File: config.mk
export PLATFORM = sky130hd
export DESIGN_NAME = microword_pipe_reg
export DESIGN_NICKNAME = d
export VERILOG_FILES = /design/src/rtl/microword_pipe_reg_pkg.sv /design/src/rtl/microword_pipe_stage.sv /design/src/rtl/microword_pipe_reg.sv
export SDC_FILE = /design/constraint.sdc
export NUM_CORES = 1
export LEC_CHECK = 0
export BUFFER_PORTS_ARGS = -buffer_cell sky130_fd_sc_hd__clkbuf_2
export CAP_MARGIN = 10
export CORE_MARGIN = 8
export CORE_UTILIZATION = 30
export CTS_BUF_LIST = sky130_fd_sc_hd__clkbuf_4 sky130_fd_sc_hd__clkbuf_8
export DETAILED_ROUTE_END_ITERATION = 6
export HOLD_SLACK_MARGIN = 0.06
export PLACE_DENSITY = 0.57
export SLEW_MARGIN = 30
export SYNTH_ARGS = -nofsm -noshare
export SYNTH_HDL_FRONTEND = slang
export SYNTH_SLANG_ARGS = --single-unit
File: constraint.sdc
create_clock -name clk -period 3.9 [get_ports clk]
set_clock_uncertainty 0.15 [all_clocks]
set_input_delay 0.195 -clock clk [delete_from_list [all_inputs] [get_ports clk]]
set_output_delay 0.195 -clock clk [all_outputs]
set_load 0.05 [all_outputs]
File: src/rtl/microword_pipe_reg_pkg.sv
// rtl/microword_pipe_reg_pkg.sv - microword field map, widths and NOP constant
package microword_pipe_reg_pkg;

  localparam int MICROWORD_W = 44;
  localparam int STATE_W     = 5;

  // Single-bit control fields (bit index within the microword)
  localparam int MW_MOV   = 38;
  localparam int MW_RW    = 37;
  localparam int MW_MARLD = 36;
  localparam int MW_MDRLD = 35;
  localparam int MW_IRLD  = 34;
  localparam int MW_PCLD  = 33;
  localparam int MW_NPCLD = 32;
  localparam int MW_RFLD  = 31;
  localparam int MW_FRLD  = 30;
  localparam int MW_CIN   = 29;

  // Mux selects MA..ML, one bit each, MA highest
  localparam int MW_MA = 28;
  localparam int MW_MB = 27;
  localparam int MW_MC = 26;
  localparam int MW_MD = 25;
  localparam int MW_ME = 24;
  localparam int MW_MF = 23;
  localparam int MW_MG = 22;
  localparam int MW_MH = 21;
  localparam int MW_MI = 20;
  localparam int MW_MJ = 19;
  localparam int MW_MK = 18;
  localparam int MW_ML = 17;

  // Multi-bit fields: LSB position and width
  localparam int MW_OP_LSB  = 11;
  localparam int MW_OP_W    = 6;
  localparam int MW_N_LSB   = 8;
  localparam int MW_N_W     = 3;
  localparam int MW_INV     = 7;
  localparam int MW_S1      = 6;
  localparam int MW_S0      = 5;
  localparam int MW_CR_LSB  = 0;
  localparam int MW_CR_W    = 5;

  // Bits 43..39 are reserved and carried through untouched

  // All loads off and RW=0: the datapath does nothing with this word
  localparam logic [MICROWORD_W-1:0] NOP_MICROWORD = {MICROWORD_W{1'b0}};

endpackage

File: src/rtl/microword_pipe_stage.sv
// rtl/microword_pipe_stage.sv - one {valid, word, tag} pipeline register
module microword_pipe_stage #(
  parameter int                WORD_W   = 44,
  parameter int                STATE_W  = 5,
  parameter logic [WORD_W-1:0] NOP_WORD = {WORD_W{1'b0}}
) (
  input  logic               clk,
  input  logic               reset,
  input  logic               flush,
  input  logic               hold_i,
  input  logic               load_valid_i,
  input  logic [WORD_W-1:0]  load_word_i,
  input  logic [STATE_W-1:0] load_tag_i,
  output logic               valid_o,
  output logic [WORD_W-1:0]  word_o,
  output logic [STATE_W-1:0] tag_o
);
  import microword_pipe_reg_pkg::*;

  logic               valid_q, valid_d;
  logic [WORD_W-1:0]  word_q, word_d;
  logic [STATE_W-1:0] tag_q, tag_d;

  // Flush empties the stage, hold keeps it, otherwise take the upstream slot (bubbles carry NOP)
  always_comb begin
    valid_d = valid_q;
    word_d  = word_q;
    tag_d   = tag_q;
    if (flush) begin
      valid_d = 1'b0;
      word_d  = NOP_WORD;
      tag_d   = '0;
    end else if (!hold_i) begin
      valid_d = load_valid_i;
      word_d  = load_valid_i ? load_word_i : NOP_WORD;
      tag_d   = load_valid_i ? load_tag_i : '0;
    end
  end

  // State register with synchronous reset to an empty NOP slot
  always_ff @(posedge clk) begin
    if (reset) begin
      valid_q <= 1'b0;
      word_q  <= NOP_WORD;
      tag_q   <= '0;
    end else begin
      valid_q <= valid_d;
      word_q  <= word_d;
      tag_q   <= tag_d;
    end
  end

  assign valid_o = valid_q;
  assign word_o  = word_q;
  assign tag_o   = tag_q;

endmodule

File: src/rtl/microword_pipe_reg.sv
// rtl/microword_pipe_reg.sv - STAGES-deep microword pipe with bubble-collapsing stall, flush; MICROWORD_PIPE_PERF_EN adds issue/stall counters
module microword_pipe_reg #(
  parameter int                WORD_W   = microword_pipe_reg_pkg::MICROWORD_W,
  parameter int                STAGES   = 1,
  parameter int                STATE_W  = microword_pipe_reg_pkg::STATE_W,
  parameter logic [WORD_W-1:0] NOP_WORD = {WORD_W{1'b0}}
) (
  input  logic               clk,
  input  logic               reset,
  input  logic [WORD_W-1:0]  in_word,
  input  logic [STATE_W-1:0] in_state,
  input  logic               in_valid,
  output logic               in_ready,
  input  logic               stall,
  input  logic               flush,
  output logic [WORD_W-1:0]  out_word,
  output logic [STATE_W-1:0] out_state,
  output logic               out_valid
`ifdef MICROWORD_PIPE_PERF_EN
  ,
  output logic [15:0]        issue_cnt,
  output logic [15:0]        stall_cnt
`endif
);
  import microword_pipe_reg_pkg::*;

  // Stage 0 is the input end, stage STAGES-1 drives the outputs
  logic [STAGES-1:0]  valid_s;
  logic [STAGES-1:0]  hold;
  logic [WORD_W-1:0]  word_s [STAGES];
  logic [STATE_W-1:0] tag_s  [STAGES];

  // A stage holds only while it and every stage downstream of it are valid under stall
  always_comb begin
    logic run;
    hold = '0;
    run  = stall;
    for (int i = STAGES - 1; i >= 0; i--) begin
      run     = run & valid_s[i];
      hold[i] = run;
    end
  end

  // A flushed input word is dropped rather than refused, so ready stays high that cycle
  assign in_ready = flush | ~hold[0];

  for (genvar g = 0; g < STAGES; g++) begin : g_stage
    logic               ld_valid;
    logic [WORD_W-1:0]  ld_word;
    logic [STATE_W-1:0] ld_tag;

    if (g == 0) begin : g_head
      assign ld_valid = in_valid;
      assign ld_word  = in_word;
      assign ld_tag   = in_state;
    end else begin : g_body
      assign ld_valid = valid_s[g-1];
      assign ld_word  = word_s[g-1];
      assign ld_tag   = tag_s[g-1];
    end

    microword_pipe_stage #(
      .WORD_W   (WORD_W),
      .STATE_W  (STATE_W),
      .NOP_WORD (NOP_WORD)
    ) u_stage (
      .clk          (clk),
      .reset        (reset),
      .flush        (flush),
      .hold_i       (hold[g]),
      .load_valid_i (ld_valid),
      .load_word_i  (ld_word),
      .load_tag_i   (ld_tag),
      .valid_o      (valid_s[g]),
      .word_o       (word_s[g]),
      .tag_o        (tag_s[g])
    );
  end

  assign out_valid = valid_s[STAGES-1];
  assign out_word  = word_s[STAGES-1];
  assign out_state = tag_s[STAGES-1];

`ifdef MICROWORD_PIPE_PERF_EN
  logic [15:0] issue_cnt_q, issue_cnt_d;
  logic [15:0] stall_cnt_q, stall_cnt_d;

  // Saturating event counts: words delivered, and cycles a real word sat stalled at the output
  always_comb begin
    issue_cnt_d = issue_cnt_q;
    stall_cnt_d = stall_cnt_q;
    if (out_valid && !stall && issue_cnt_q != 16'hFFFF) begin
      issue_cnt_d = issue_cnt_q + 16'd1;
    end
    if (out_valid && stall && stall_cnt_q != 16'hFFFF) begin
      stall_cnt_d = stall_cnt_q + 16'd1;
    end
  end

  // Counters survive flush; only reset clears them
  always_ff @(posedge clk) begin
    if (reset) begin
      issue_cnt_q <= 16'd0;
      stall_cnt_q <= 16'd0;
    end else begin
      issue_cnt_q <= issue_cnt_d;
      stall_cnt_q <= stall_cnt_d;
    end
  end

  assign issue_cnt = issue_cnt_q;
  assign stall_cnt = stall_cnt_q;
`endif

endmodule

==> key figures, run 1 <==
Synthesis
  – Synthesized Nets: 273
  – Cell Area, Synth: 0.00189 mm²
  – Mapped Cells: 219
  – Cell variety after synth: 13
  – Post-synth top area share: 53.1%
  – Top cells by area, synth: dfxtp_1, nand2_1, a21oi_2
  – Synth warnings: 0
  – Sequential-to-total area share from yosys stat: 53.1%
  – Area leader, netlist: dfxtp_1
  – Synthesized area per cell: 8.62 µm²
  – #FFs+latches synth: 50

Route
  – First-pass DRT Iterations: 4
  – Via/cell ratio: 4.36
  – Vias: 1,931
  – Total Wirelength: 5.68 mm
  – DRC errors left: 0
  – Routed wire per std cell: 12.8 µm
  – Initial DRC Count: 79
  – Antenna Nets Post-Route: 0

Timing
  – Final worst slack: 1890 ps
  – Slew HR: 41.6%
  – Setup TNS: 0 ps
  – Setup violators final: 0
  – Worst slew pin tran: 873 ps
  – Max Fclk: 497 MHz
  – Setup repair after global routing missed its margin: false
  – Post-layout min period: 2010 ps
  – Final hold violation count: 0
  – Fin crit share: 51.6%
  – Fin. max-slew vios: 0

Power and ir drop
  – Sequential power share: 50.2%
  – P_sw: 283 µW
  – P_int: 780 µW
  – Leak: 1.39 nW
  – Clock power frac: 32.4%
  – Combinational power share: 17.4%
  – Switching Share: 26.6%
  – Pwr Density: 352 mW/mm²
  – Peak VDD IR: 0.178 mV

Status
  – Status: finished, final reports clean

Worst setup path
  – Crit path max-delay cell type: buf_4
  – Data arrival time of the critical path: 1670 ps
  – CP required: 3560 ps
  – Worst setup EP type: output port
  – Reg2Reg Setup Slack: 2090 ps
  – Crit path kind: reg -> out
  – Max Fanout on Critical Path: 50
  – Cell Chain, Critical Path: and2_2, buf_4, nand2b_1, clkbuf_2
  – Slowest stage delay, CP: 440 ps
  – CP Launch Type: flop
  – Worst path top cell family by delay: buffers and inverters
  – CP bufs+invs: 2

Global routing
  – Initial antenna violation count: 0
  – Global route total overflow: 0
  – Met1 Use GR: 14.1%
  – First-pass GRT wire length: 9.13 mm
  – Top Usage Layer GRT: met2
  – Largest net degree at the start of global routing: 51
  – Vias in the first global route: 1,945
  – Tot GR Track Use: 12.5%
  – Met3 usage: 4.33%
  – Grt met2 use: 21.8%

Floorplan
  – Core Area: 0.00620 mm²
  – DIE HEIGHT: 95.3 µm
  – Die ar.: 0.00908 mm²
  – Initial Util: 30.4%
  – Die outline width: 95.3 µm
  – # rows: 29
  – Num ports: 105

Place
  – Count of input and output buffers: 104
  – Detailed placement HPWL: 3.73 mm
  – GP Congestion: 0.702
  – Place WS: 2040 ps
  – Dpl cells: 386

Layout
  – Most frequent cells in the layout: clkbuf_2, nand2_1, dfxtp_1
  – Most common cell after layout, fill and taps aside: clkbuf_2
  – ANT cells: 0
  – Fin nets: 419
  – Syn-to-layout area delta: 60.2%
  – Post-Layout Cell Count: 443
  – Fill cells: 609
  – Share of cells above drive strength 1: 40.2%

CTS
  – Clk sinks: 50
  – Post-CTS Setup Bufs: 0
  – Root buffer cell: clkbuf_8
  – Clock Pin Slew Worst Setup and Hold Paths: 90 ps
  – Cells resized by post-CTS repair: 0
  – Clk Latency, worst-skew pair: 290 ps
  – TritonCTS clock tree: built
  – Num CTS Buffers: 5
  – H-tree levels: 2
  – Clk buf depth: 2

Min path
  – Min-Delay Path Class: in -> reg

Run
  – Max Cap Viol: 0
[power groups by stage]
stage	clock network, mW	logic (mW)	registers [mW]
after global routing	0.380	0.200	0.536
after detailed placement	0	0.149	0.546
after global placement	0	0.148	0.545
final	0.344	0.185	0.534
after CTS	0.356	0.187	0.534
after floorplan	0	0.0479	0.597
[path summary, 6_finish.rpt]
| check | end | cells after the start | start |
|---|---|---|---|
| worst max register to register | g_stage[0].u_stage.word_o[3] | 4 | g_stage[0].u_stage.valid_o |
| worst max-delay path | in_ready | 4 | g_stage[0].u_stage.valid_o |
| worst min-delay path | g_stage[0].u_stage.word_o[27] | 3 | reset |
| worst min register to register | g_stage[0].u_stage.word_o[27] | 2 | g_stage[0].u_stage.word_o[27] |
[worst min-delay path, stage by stage]
cell and delay (ps):
clkbuf_2 80, or2_4 200, a21oi_1 50
[what timing repair did]
action                                 CTS  global route
setup endpoints to repair                0             0
endpoints found under the hold margin   49             0
hold buffers                            49             0
[per-layer routing]
metal | up-vias | share of wire [%]
li1 | 1003 | -
met1 | 858 | 41
met2 | 63 | 50
met3 | 7 | 8.0
met4 | 0 | 0.97
met5 | - | 0
[kinds of logic after synthesis]
group / share of synthesized area (%)
flops: 53.1
buf+inv: 5.50
simple gates: 21.7
compound gates: 19.8
[cells in the mapped netlist, drive strengths merged]
library cell,count
nand3,13
buf,12
a21oi,49
clkbuf,4
or2,1
nand2b,1
o21bai,1
and2,1
inv,1
dfxtp,50
nand2,86
[flip-flops by register name, summed over array words and instances, names as in the netlist]
name                     cells
g_stage.u_stage.word_o      44
g_stage.u_stage.valid_o      1
g_stage.u_stage.tag_o        5
[area by class of cell]
class / instances / area (µm²) / share of cell area (%)
timing repair buffer: 155 / 1030 / 33.9
sequential: 50 / 1000 / 33.1
multi-input combinational: 152 / 786 / 26.0
clock buffer: 8 / 110 / 3.64
tap: 77 / 96.3 / 3.19
inverter: 1 / 3.75 / 0.124
[metrics by stage]
stage               utilization, %  area, µm²  hold WS [ps]  total power [mW]
floorplan                        -       1890           185             0.645
global placement              39.0       2420           276             0.694
detailed placement            39.0       2420           283             0.694
CTS                           48.7       3020           115              1.08
global route                  48.7       3020           124              1.12
finish                        48.7       3020           126              1.06
Power figures use the tool's default switching activity.
==> inputs of run 2 (changes only) <==
- clock period: 3.9 -> 1.9 ns (I/O delays scaled with it)
==> run 2 against run 1 <==
Effect of this change: sequential power rose by 100%; routed wire length rose by 2.6%; worst setup slack got worse by 1800 ps; global-route usage rose by 0.33 points; final cell count rose by 2.3%; critical path type is now in -> reg.
==> key figures, run 2 (synthesis gave the netlist of run 1 again) <==
Global routing
  – Tot GR Track Use: 12.8%
  – Global route total overflow: 0
  – First-pass GRT wire length: 9.29 mm
  – Initial antenna violation count: 0
  – Largest net degree at the start of global routing: 38
  – Vias in the first global route: 2,027

CTS
  – Clk sinks: 50
  – Post-CTS Setup Bufs: 0
  – TritonCTS clock tree: built
  – Num CTS Buffers: 5
  – Cells resized by post-CTS repair: 0
  – Root buffer cell: clkbuf_8
  – H-tree levels: 2
  – Clock Pin Slew Worst Setup and Hold Paths: 80 ps
  – Clk Latency, worst-skew pair: 290 ps
  – Clk buf depth: 2

Worst setup path
  – Cell Chain, Critical Path: dlygate4sd3_1, clkbuf_2, or2_4, dlygate4sd3_1, a21oi_1
  – Max Fanout on Critical Path: 8
  – Slowest stage delay, CP: 680 ps
  – Crit path max-delay cell type: dlygate4sd3_1
  – Crit path kind: in -> reg
  – Worst path top cell family by delay: buffers and inverters
  – Data arrival time of the critical path: 1860 ps
  – Most Frequent Cell on Critical Path: dlygate4sd3_1
  – CP Launch Type: input port
  – CP required: 1970 ps
  – Worst setup EP type: flop
  – CP bufs+invs: 3

Place
  – Detailed placement HPWL: 3.80 mm
  – GP Congestion: 0.699
  – Count of input and output buffers: 104
  – Place WS: 415 ps
  – Dpl cells: 389
  – Placed Area: 0.00246 mm²

Timing
  – Min Hold Slack: 106 ps
  – Setup repair after global routing missed its margin: false
  – Worst slew pin tran: 310 ps
  – Setup violators final: 0
  – Max Fclk: 560 MHz
  – Setup TNS: 0 ps
  – Slew HR: 79.3%
  – Post-layout min period: 1780 ps
  – Fin. max-slew vios: 0
  – Final hold violation count: 0
  – Fin crit share: 93.9%
  – Final worst slack: 115 ps

Layout
  – Share of cells above drive strength 1: 39.6%
  – Fin area: 0.00311 mm²
  – Final core utilization: 50.2%
  – ANT cells: 0
  – Fin nets: 430
  – Most common cell after layout, fill and taps aside: clkbuf_2
  – Most frequent cells in the layout: clkbuf_2, nand2_1, dlygate4sd3_1
  – Post-Layout Cell Count: 453
  – Largest register FFs: 44
  – Fill cells: 598
  – Syn-to-layout area delta: 64.9%

Floorplan
  – Initial Util: 30.4%
  – DIE HEIGHT: 95.3 µm
  – Die ar.: 0.00908 mm²
  – Die outline width: 95.3 µm
  – Core Area: 0.00620 mm²
  – # rows: 29
  – Num ports: 105

Power and ir drop
  – P_int: 1.53 mW
  – P_sw: 563 µW
  – Switching Share: 26.9%
  – Combinational power share: 18.9%
  – Leak: 1.44 nW
  – Clock power frac: 28.7%
  – Total power: 2.09 mW
  – Peak VDD IR: 0.431 mV
  – Sequential power share: 52.3%
  – Pwr Density: 672 mW/mm²

Min path
  – Min-Delay Path Class: in -> reg

Route
  – First-pass DRT Iterations: 4
  – Vias: 1,959
  – Via/cell ratio: 4.32
  – DRC errors left: 0
  – Initial DRC Count: 54
  – Total Wirelength: 5.82 mm
  – Antenna Nets Post-Route: 0
  – Routed wire per std cell: 12.9 µm

Status
  – Status: finished, final reports clean

Run
  – Max Cap Viol: 0
[run 2: worst min-delay path, cell delays in order]
cell      delay, ps
clkbuf_2        220
nand3_1         120
a21oi_1          60
[run 2: path summary, 6_finish.rpt]
path                                 from                             to  slack, ps  depth (start not counted)
max                                 reset  g_stage[0].u_stage.word_o[25]        120                          5
min reg2reg  g_stage[0].u_stage.word_o[2]   g_stage[0].u_stage.word_o[2]        300                          2
min                              in_valid  g_stage[0].u_stage.word_o[31]        110                          3
max reg2reg    g_stage[0].u_stage.valid_o  g_stage[0].u_stage.word_o[26]        170                          5
[run 2: layer usage]
layer  wire, µm  part of all wire, %  up-vias  global-route usage (%)
li1           -                    -     1018                       -
met3        529                  9.1        5                    4.80
met4         42                 0.72        0                    3.51
met2       2920                   50       56                    23.4
met5          0                    0        -                       0
met1       2330                   40      880                    13.4
[run 2: area by class of cell]
type	instances	area, µm²	share of cell area, %
Multi-Input combinational cell	152	786	25.3
Inverter	1	3.75	0.121
Tap cell	77	96.3	3.10
Clock buffer	7	83.8	2.69
Timing Repair Buffer	166	1140	36.7
Sequential cell	50	1000	32.2
[run 2: power by group through the flow]
stage	Combinational, mW	Clock [mW]	Sequential, mW
2_1_floorplan	0.0983	0	1.23
3_3_place_gp	0.309	0	1.12
3_5_place_dp	0.309	0	1.12
4_1_cts	0.396	0.632	1.09
5_1_grt	0.425	0.683	1.10
6_report	0.396	0.601	1.09
[run 2: repair_timing]
| item | in CTS | in global routing |
|---|---|---|
| hold buffers | 57 | 0 |
| endpoints found under the setup margin | 0 | 0 |
| hold endpoints to repair | 49 | 0 |
==> inputs of run 3 (changes only) <==
- PLACE_DENSITY: 0.57 -> 0.69
==> run 3 against run 2 <==
Effect of this change: clock-buffer cell count down 1; combinational power hardly changed; hold slack improved by 10 ps; largest power group unchanged; critical path type unchanged; critical path depth unchanged.
==> key figures, run 3 (synthesis gave the netlist of run 1 again) <==
Route
  – M1 wire length: 2.56 mm
  – DRC errors left: 0
  – Met3 WL: 587 µm
  – Max layer used: met4
  – Initial DRC Count: 56
  – Via/cell ratio: 4.36
  – Vias: 1,961
  – Routed length on met2: 2.70 mm
  – First-pass DRT Iterations: 6
  – Routed wire per std cell: 13.1 µm
  – Antenna Nets Post-Route: 0
  – Total Wirelength: 5.91 mm

Worst setup path
  – Worst setup EP type: flop
  – Most Frequent Cell on Critical Path: dlygate4sd3_1
  – Crit path max-delay cell type: dlygate4sd3_1
  – Max Fanout on Critical Path: 9
  – Slowest stage delay, CP: 700 ps
  – CP bufs+invs: 3
  – Cell Chain, Critical Path: dlygate4sd3_1, clkbuf_2, or2_4, dlygate4sd3_1, a21oi_1
  – Crit path kind: in -> reg
  – Worst path top cell family by delay: buffers and inverters
  – CP required: 1970 ps
  – CP Launch Type: input port
  – Data arrival time of the critical path: 1860 ps

CTS
  – Clk sinks: 50
  – Root buffer cell: clkbuf_8
  – Post-CTS Setup Bufs: 0
  – Clk Latency, worst-skew pair: 290 ps
  – TritonCTS clock tree: built
  – H-tree levels: 2
  – Clock Pin Slew Worst Setup and Hold Paths: 90 ps
  – Num CTS Buffers: 5
  – Cells resized by post-CTS repair: 0
  – Clk buf depth: 2

Timing
  – Final worst slack: 117 ps
  – Worst slew pin tran: 355 ps
  – Setup violators final: 0
  – Fin. max-slew vios: 0
  – Fin crit share: 93.8%
  – Final hold violation count: 0
  – Slew HR: 76.3%
  – Post-layout min period: 1780 ps
  – Setup TNS: 0 ps
  – Max Fclk: 561 MHz
  – Min Hold Slack: 116 ps
  – Setup repair after global routing missed its margin: false

Layout
  – Share of cells above drive strength 1: 39.7%
  – Most frequent cells in the layout: clkbuf_2, nand2_1, dlygate4sd3_1
  – Fill cells: 569
  – Fin area: 0.00310 mm²
  – Most common cell after layout, fill and taps aside: clkbuf_2
  – Syn-to-layout area delta: 64.5%
  – ANT cells: 0
  – Fin nets: 428
  – Register area: 0.00100 mm²
  – Largest register FFs: 44
  – Area of the multi-input gates: 786 µm²

Power and ir drop
  – Sequential power share: 52.2%
  – Switching Share: 27.2%
  – P_sw: 570 µW
  – Pwr Density: 676 mW/mm²
  – Peak VDD IR: 0.306 mV
  – Clock power frac: 28.8%
  – Combinational power share: 19.0%
  – Leak: 1.43 nW
  – P_int: 1.53 mW

Floorplan
  – Num ports: 105
  – # rows: 29
  – Die ar.: 0.00908 mm²
  – Core Area: 0.00620 mm²
  – Initial Util: 30.4%
  – DIE HEIGHT: 95.3 µm
  – Die outline width: 95.3 µm

Global routing
  – First-pass GRT wire length: 9.54 mm
  – Initial antenna violation count: 0
  – Vias in the first global route: 1,961
  – Tot GR Track Use: 13.2%
  – Global route total overflow: 0
  – Largest net degree at the start of global routing: 50

Place
  – Placed Area: 0.00247 mm²
  – Detailed placement HPWL: 3.82 mm
  – GP Congestion: 0.680
  – Count of input and output buffers: 104
  – Place WS: 460 ps

Run
  – Max Cap Viol: 0

Min path
  – Min-Delay Path Class: in -> reg

Status
  – Status: finished, final reports clean
==> run 3: layout make-up <==
type                       count  area share [%]
tap                           77            3.10
clock buffer                   6            2.66
inverter                       1           0.121
multi-input combinational    152            25.3
timing repair buffer         164            36.5
sequential                    50            32.3
==> run 3: what timing repair did <==
| action | in CTS | in global routing |
|---|---|---|
| endpoints found under the hold margin | 49 | 0 |
| hold buffers | 55 | 0 |
| setup endpoints to repair | 0 | 0 |
==> run 3: final timing paths <==
kind / start / slack [ps] / cells past startpoint / to
min reg2reg: g_stage[0].u_stage.word_o[27] / 300 / 2 / g_stage[0].u_stage.word_o[27]
min: in_valid / 120 / 3 / g_stage[0].u_stage.word_o[26]
max reg2reg: g_stage[0].u_stage.valid_o / 230 / 5 / g_stage[0].u_stage.tag_o[4]
max: reset / 120 / 5 / g_stage[0].u_stage.word_o[15]
==> run 3: worst register-to-register path: stages, from the launching register on <==
cell and delay [ps]:
dfxtp_1 330, nand2_2 80, buf_12 210, nand3_1 140, a21oi_1 160, dlygate4sd3_1 560
==> run 3: power groups by stage <==
stage               clock network [mW]  registers (mW)  logic, mW
detailed placement                   0            1.12      0.312
CTS                              0.638            1.09      0.398
global route                     0.681            1.10      0.428
finish                           0.603            1.09      0.399
floorplan                            0            1.23     0.0983
global placement                     0            1.12      0.310
==> run 3: per-stage QoR <==
| step | power (mW) | utilization [%] | std cells |
|---|---|---|---|
| after floorplan | 1.32 | - | 219 |
| after global placement | 1.43 | 39.8 | 389 |
| after detailed placement | 1.43 | 39.8 | 389 |
| after CTS | 2.13 | 50.0 | 450 |
| after global routing | 2.21 | 50.0 | 450 |
| final | 2.10 | 50.0 | 450 |
==> run 3: per-layer routing <==
metal  vias up  global-route usage (%)
li1       1016                       -
met1       868                    15.7
met2        70                    21.3
met3         7                    5.43
met4         0                    3.90
met5         -                       0
